**src/rtl/tdm_slot_scheduler.sv**
```systemverilog
// Slot scheduler/arbiter for a shared 4-input TDM channel: fixed slot order or work-conserving round-robin.
// Optional fixed-mode drop counter (drop_cnt port) is built when TDM_DROP_CNT_EN is defined.

module tdm_slot_lane #(
   parameter int DW = 2
) (
   input  logic          req,
   input  logic          en,
   input  logic          sel,
   input  logic [DW-1:0] din,
   output logic          elig,
   output logic [DW-1:0] dout
);
   assign elig = req & en;
   assign dout = sel ? din : '0;
endmodule

module tdm_slot_scheduler #(
   parameter int DW          = 2,
   parameter int HOLD_CYCLES = 1
) (
   input  logic          clk,
   input  logic          rst,
   input  logic [3:0]    req,
   input  logic [DW-1:0] in0,
   input  logic [DW-1:0] in1,
   input  logic [DW-1:0] in2,
   input  logic [DW-1:0] in3,
   input  logic          cfg_load,
   input  logic [3:0]    cfg_slot_en,
   input  logic          cfg_mode,
   output logic [DW-1:0] out,
   output logic          out_valid,
   output logic [3:0]    grant,
   output logic [1:0]    ch_id,
   output logic          frame_start
`ifdef TDM_DROP_CNT_EN
   ,
   output logic [7:0]    drop_cnt
`endif
);
   localparam int HW = (HOLD_CYCLES > 1) ? $clog2(HOLD_CYCLES) : 1;
   localparam logic [HW-1:0] HOLD_LAST = HW'(HOLD_CYCLES - 1);

   typedef enum logic {IDLE, SERVE} state_t;

   state_t              state, state_nxt;
   logic                mode, mode_nxt;
   logic [3:0]          slot_en, slot_en_nxt;
   logic                pend_mode, pend_mode_nxt;
   logic [3:0]          pend_en, pend_en_nxt;
   logic                pend_vld, pend_vld_nxt;
   logic [1:0]          ptr, ptr_nxt;
   logic [1:0]          last_served, last_nxt;
   logic [HW-1:0]       hold_cnt, hold_nxt;
   logic [DW-1:0]       out_nxt;
   logic                vld_nxt;
   logic [3:0]          grant_nxt;
   logic [1:0]          ch_nxt;
   logic                fs_nxt;

   logic [3:0][DW-1:0]  din, dout_l;
   logic [3:0]          elig, sel_oh;
   logic [DW-1:0]       sel_data;
   logic                boundary, apply, mode_chg, eff_mode;
   logic [3:0]          eff_en;
   logic [1:0]          eff_ptr, eff_last, idx, win, sel_idx;
   logic                win_found, slot_hit;

   assign din = {in3, in2, in1, in0};

   // hold_cnt==0 marks a slot/arbitration edge; pending config lands only there
   always_comb begin
      boundary = (hold_cnt == '0);
      apply    = boundary & pend_vld & (mode | (ptr == 2'd0));
      mode_chg = apply & (pend_mode != mode);
      eff_mode = apply ? pend_mode : mode;
      eff_en   = apply ? pend_en : slot_en;
      eff_ptr  = mode_chg ? 2'd0 : ptr;
      eff_last = mode_chg ? 2'd3 : last_served;
   end

   for (genvar i = 0; i < 4; i++) begin : g_lane
      tdm_slot_lane #(.DW(DW)) u_lane (
         .req  (req[i]),
         .en   (eff_en[i]),
         .sel  (sel_oh[i]),
         .din  (din[i]),
         .elig (elig[i]),
         .dout (dout_l[i])
      );
   end

   // round-robin search starting just after the last served channel
   always_comb begin
      win_found = 1'b0;
      win       = eff_last;
      idx       = eff_last;
      for (int k = 1; k <= 4; k++) begin
         idx = eff_last + 2'(k);
         if (!win_found && elig[idx]) begin
            win_found = 1'b1;
            win       = idx;
         end
      end
   end

   always_comb begin
      sel_idx  = eff_mode ? win : eff_ptr;
      sel_oh   = 4'b0001 << sel_idx;
      slot_hit = eff_mode ? win_found : elig[eff_ptr];
      sel_data = '0;
      for (int i = 0; i < 4; i++) sel_data = sel_data | dout_l[i];
   end

   always_comb begin
      state_nxt     = state;
      mode_nxt      = mode;
      slot_en_nxt   = slot_en;
      pend_mode_nxt = pend_mode;
      pend_en_nxt   = pend_en;
      pend_vld_nxt  = pend_vld;
      ptr_nxt       = ptr;
      last_nxt      = last_served;
      hold_nxt      = hold_cnt;
      out_nxt       = out;
      vld_nxt       = out_valid;
      grant_nxt     = 4'b0000;
      ch_nxt        = ch_id;
      fs_nxt        = 1'b0;

      if (!boundary) begin
         hold_nxt = hold_cnt - HW'(1);
      end else begin
         if (apply) begin
            mode_nxt     = pend_mode;
            slot_en_nxt  = pend_en;
            pend_vld_nxt = 1'b0;
            ptr_nxt      = eff_ptr;
            last_nxt     = eff_last;
         end
         if (!eff_mode) begin
            // fixed: the slot is consumed whether or not it is used
            state_nxt = SERVE;
            hold_nxt  = HOLD_LAST;
            ch_nxt    = eff_ptr;
            fs_nxt    = (eff_ptr == 2'd0);
            ptr_nxt   = eff_ptr + 2'd1;
            vld_nxt   = slot_hit;
            if (slot_hit) begin
               out_nxt   = sel_data;
               grant_nxt = sel_oh;
            end
         end else if (slot_hit) begin
            state_nxt = SERVE;
            hold_nxt  = HOLD_LAST;
            out_nxt   = sel_data;
            vld_nxt   = 1'b1;
            grant_nxt = sel_oh;
            ch_nxt    = win;
            last_nxt  = win;
         end else begin
            state_nxt = IDLE;
            hold_nxt  = '0;
            vld_nxt   = 1'b0;
         end
      end

      // a load coinciding with an apply survives for the next boundary
      if (cfg_load) begin
         pend_en_nxt   = cfg_slot_en;
         pend_mode_nxt = cfg_mode;
         pend_vld_nxt  = 1'b1;
      end
   end

   always_ff @(posedge clk or negedge rst) begin
      if (!rst) begin
         state       <= IDLE;
         mode        <= 1'b0;
         slot_en     <= 4'b1111;
         pend_mode   <= 1'b0;
         pend_en     <= 4'b1111;
         pend_vld    <= 1'b0;
         ptr         <= 2'd0;
         last_served <= 2'd3;
         hold_cnt    <= '0;
         out         <= '0;
         out_valid   <= 1'b0;
         grant       <= 4'b0000;
         ch_id       <= 2'd0;
         frame_start <= 1'b0;
      end else begin
         state       <= state_nxt;
         mode        <= mode_nxt;
         slot_en     <= slot_en_nxt;
         pend_mode   <= pend_mode_nxt;
         pend_en     <= pend_en_nxt;
         pend_vld    <= pend_vld_nxt;
         ptr         <= ptr_nxt;
         last_served <= last_nxt;
         hold_cnt    <= hold_nxt;
         out         <= out_nxt;
         out_valid   <= vld_nxt;
         grant       <= grant_nxt;
         ch_id       <= ch_nxt;
         frame_start <= fs_nxt;
      end
   end

`ifdef TDM_DROP_CNT_EN
   logic [7:0] drop_q;

   // counts enabled fixed-mode slots that found no request
   always_ff @(posedge clk or negedge rst) begin
      if (!rst)
         drop_q <= 8'd0;
      else if (apply)
         drop_q <= 8'd0;
      else if (boundary && !eff_mode && eff_en[eff_ptr] && !req[eff_ptr] && (drop_q != 8'hFF))
         drop_q <= drop_q + 8'd1;
   end

   assign drop_cnt = drop_q;
`endif

endmodule

```
**config.mk**
```make
export PLATFORM = sky130hd
export DESIGN_NAME = tdm_slot_scheduler
export DESIGN_NICKNAME = d
export VERILOG_FILES = /design/src/rtl/tdm_slot_scheduler.sv
export SDC_FILE = /design/constraint.sdc
export NUM_CORES = 1
export LEC_CHECK = 0
export BUFFER_PORTS_ARGS = -buffer_cell sky130_fd_sc_hd__clkbuf_2
export CAP_MARGIN = 20
export CELL_PAD_IN_SITES_DETAIL_PLACEMENT = 2
export CELL_PAD_IN_SITES_GLOBAL_PLACEMENT = 2
export CORE_UTILIZATION = 36
export CTS_CLUSTER_DIAMETER = 200
export DETAILED_ROUTE_END_ITERATION = 6
export PLACE_DENSITY = 0.8
export SLEW_MARGIN = 20
export SYNTH_ARGS = -nofsm -noshare
export SYNTH_HDL_FRONTEND = slang
export SYNTH_HIERARCHICAL = 1
export SYNTH_SLANG_ARGS = --single-unit
```
**constraint.sdc**
```tcl
create_clock -name clk -period 8.7 [get_ports clk]
set_clock_uncertainty 0.15 [all_clocks]
set_input_delay 1.74 -clock clk [delete_from_list [all_inputs] [get_ports clk]]
set_output_delay 1.74 -clock clk [all_outputs]
set_load 0.02 [all_outputs]
```
==> summary.txt <==
Clock network
  • Post-CTS setup buffers: 0
  • Worst-Skew Late Latency: 0.27 ns
  • CTS tree: built
  • Root Buffer: clkbuf_8
  • CTS Sinks: 25
  • CTS clk-pin slew, worst paths: ~0.09 ns
  • CTS Buf Count: 3
  • H-tree depth: 1
  • Longest Clk Path Bufs: 2
  • Post-CTS Hold Buffers: 0
  • Resized cells post-CTS: 0

Synthesis
  • Synth Register Bits: 25
  • Most used flip-flop cell after synthesis: dfrtp_1
  • EDFF count, synth: 0
  • Synth area leaders: dfrtp_1 24%, dfstp_2 17%, mux2_2 7.1%
  • Avg Cell Area, Syn: roughly 9.8 sq um
  • Sequential area share after synthesis: between 40% and 50%
  • Top cell type's share of synthesized area: 23.7%
  • Post-Syn Area: ~1600 sq um
  • Synth warnings: 6
  • Syn Inst Count: approximately 160
  • Distinct cells, synth: between 50 and 60
  • Post-synth top area cell: dfrtp_1
  • Share of async-settable or async-resettable flops after synthesis: between 90% and 100%
  • Syn nets: roughly 180

Finish
  • Fillers: 466
  • Share of cells above drive strength 1: roughly a third
  • Final Cell Area: around 1800 sq um
  • Area Overhead vs Synth: 13.7%
  • Post-layout nets: 210
  • N_diodes: 0
  • Fin cells: 238

Global routing
  • Gr usage total: about a fifth
  • Largest net degree at the start of global routing: 26
  • Antenna violations before repair: 0
  • Vias in the first global route: between 1000 and 1500
  • First-pass GRT wire length: 7.05 mm
  • Grt ovf: 0

Timing
  • Final Setup Violations: 0
  • Final Hold Viols: 0
  • Tmin final: about 4.7 ns
  • Setup_tns: 0 ns
  • Highest Clock Rate: 0.211 GHz
  • Max_slew headroom: a little over two fifths
  • Tightest Pin Transition: 0.861 ns
  • Final slew viol count: 0
  • RSZ-0062 raised after global routing: no
  • Tcrit/Tclk final: ~55%

Route
  • Drt drc: 0
  • Avg Vias per Cell: 5.60
  • Routed vias: 1332
  • Drt total wl: 4.50 mm
  • Pre-antenna DRT Iters: 4
  • Wire per inst: approximately 19 um
  • Post-route ant nets: 0
  • First-iteration detailed-routing DRC count: 39

Worst setup path
  • Largest delay share family, worst path: simple AND/OR/NAND/NOR gates
  • Cells along the critical path: nor2_1 -> o21ai_0 -> mux2_2 -> and2_1 -> nand2b_1 -> a21boi_0 -> nor3_1 -> a221o_1 -> nor2_1 -> mux2_2 -> and3_1 -> and2_1 -> or4_1 -> mux2_4
  • Crit-path slowest cell: o21ai_0
  • CP startpoint: ptr[0]
  • Reg2reg path depth: 14
  • Arrival time worst endpoint: roughly 4.8 ns
  • Worst path required time: between 8 and 9 ns
  • Levels on crit path: 14
  • CP bufs+invs: 0
  • Critical-path maximum fanout: 8
  • CP Launch Type: flop
  • Worst R2R Start: ptr[0]
  • Critical path class: flop to flop
  • CP peak stage delay: ~0.6 ns
  • CP Capture Type: flop

Power
  • Power Density: roughly 420 nW/um^2
  • Worst ir drop on vdd: 0.166 mV
  • Psw: ~0.00035 W
  • Leakage Power: between 0.8 and 0.9 nW
  • Sequential share of power: between 20% and 30%
  • Share of total power in combinational logic: roughly 62%
  • Internal power: 0.000405 W
  • Net Sw Frac: approximately 47%
  • Clk network pwr share: 9.4%

Die
  • Die W: between 60 and 70 um
  • Core outline area: 4120 sq um
  • # rows: 23
  • Initial core utilization: approximately two fifths
  • I/O pin cnt: 30
  • Total die area: roughly 4700 sq um
  • DIE HEIGHT: between 60 and 70 um

Placed design
  • Port bufs: 29
  • Inst Count DP: about 230
  • Placed cell area: 1750 sq um
  • Routability cong.: around 0.81
  • Hpwl dp: 3.54 mm

Worst hold path
  • WHS Path Cells: 1
  • HP Class: flop to flop
  • Hold path startpoint: out[0]

Outcome
  • Status: completed

Flow run
  • Max-cap viol count: 0
[area by class of cell]
class | instances | area (sq um) | area share (%)
clock buffer | 3 | 41.3 | 2.29
timing repair buffer | 29 | 145 | 8.07
tap | 50 | 62.6 | 3.48
sequential | 25 | 638 | 35.5
clock inverter | 1 | 5.00 | 0.278
multi-input combinational | 123 | 881 | 49.0
inverter | 7 | 26.3 | 1.46
[worst paths after layout]
check                            end  slack, ns
setup reg to reg              out[1]       3.95
hold reg to reg               out[0]       0.38
min in group asynchronous  pend_mode       1.32
max in group asynchronous   grant[2]       6.67
setup / recovery              out[1]       3.95
hold / removal                out[0]       0.38
[sequential cells by signal, summed over array words and instances (netlist names)]
| signal | flops |
|---|---|
| grant | 4 |
| pend_en | 4 |
| slot_en | 4 |
| ch_id | 2 |
| last_served | 2 |
| out | 2 |
| ptr | 2 |
| frame_start | 1 |
| mode | 1 |
| out_valid | 1 |
| pend_mode | 1 |
| pend_vld | 1 |
[power groups by stage]
stage | clock network, W | logic [W] | registers, W
2_1_floorplan | 0 | 0.000361 | 0.000212
3_3_place_gp | 0 | 0.000447 | 0.000214
3_5_place_dp | 0 | 0.000472 | 0.000219
4_1_cts | 0.0000734 | 0.000478 | 0.000217
5_1_grt | 0.0000766 | 0.000522 | 0.000224
6_report | 0.0000713 | 0.000472 | 0.000217
[synthesized netlist by cell type (3+ instances only)]
cell / instances
a21oi_1: 7
a221o_1: 3
and2_1: 13
and3_1: 3
buf_2: 3
clkbuf_1: 3
dfrtp_1: 15
dfstp_2: 10
inv_1: 6
mux2_2: 10
mux2i_1: 3
nand2_1: 5
nand2b_1: 5
nor2_1: 17
nor2b_1: 4
nor3_1: 3
o21ai_0: 8
o21ai_1: 3
[through the flow]
step / hold slack [ns] / total power [W] / setup WS, ns / utilization, %
floorplan: 0.450 / 0.000573 / 4.07 / -
global placement: 0.354 / 0.000661 / 3.86 / 42.6
detailed placement: 0.367 / 0.000691 / 3.80 / 42.6
CTS: 0.386 / 0.000768 / 3.93 / 43.7
global route: 0.413 / 0.000823 / 3.72 / 43.7
finish: 0.378 / 0.000760 / 3.95 / 43.7
[cells in the final DEF, fill, tap and decap left out, types with 3 or more instances in the layout]
cell,n
a21oi_1,7
a221o_1,3
and2_1,13
and3_1,3
clkbuf_2,29
clkbuf_8,3
dfrtp_1,15
dfstp_2,10
inv_1,6
mux2_2,10
mux2i_1,3
nand2_1,5
nand2b_1,5
nor2_1,17
nor2b_1,4
nor3_1,3
o21ai_0,8
o21ai_1,3
[metal layers]
layer	vias to the layer above	track usage [%]	routed length, um	share of wire, %
li1	633	-	-	-
met1	680	25.7	1930	43
met2	17	37.7	2430	54
met3	2	3.50	127	2.8
met4	0	3.13	19	0.42
met5	-	0	0	0
[cell families after synthesis]
kind of cell	Yosys count	share of synthesized area, %
adders and majority gates	1	0.790
DFF	25	40.3
xor gates and xnor gates	3	1.66
and+or+nand+nor	62	23.0
AOI/OAI and AO/OA	42	19.3
muxes	15	10.9
buffers and inverters	14	4.03
Power figures use the tool's default switching activity.
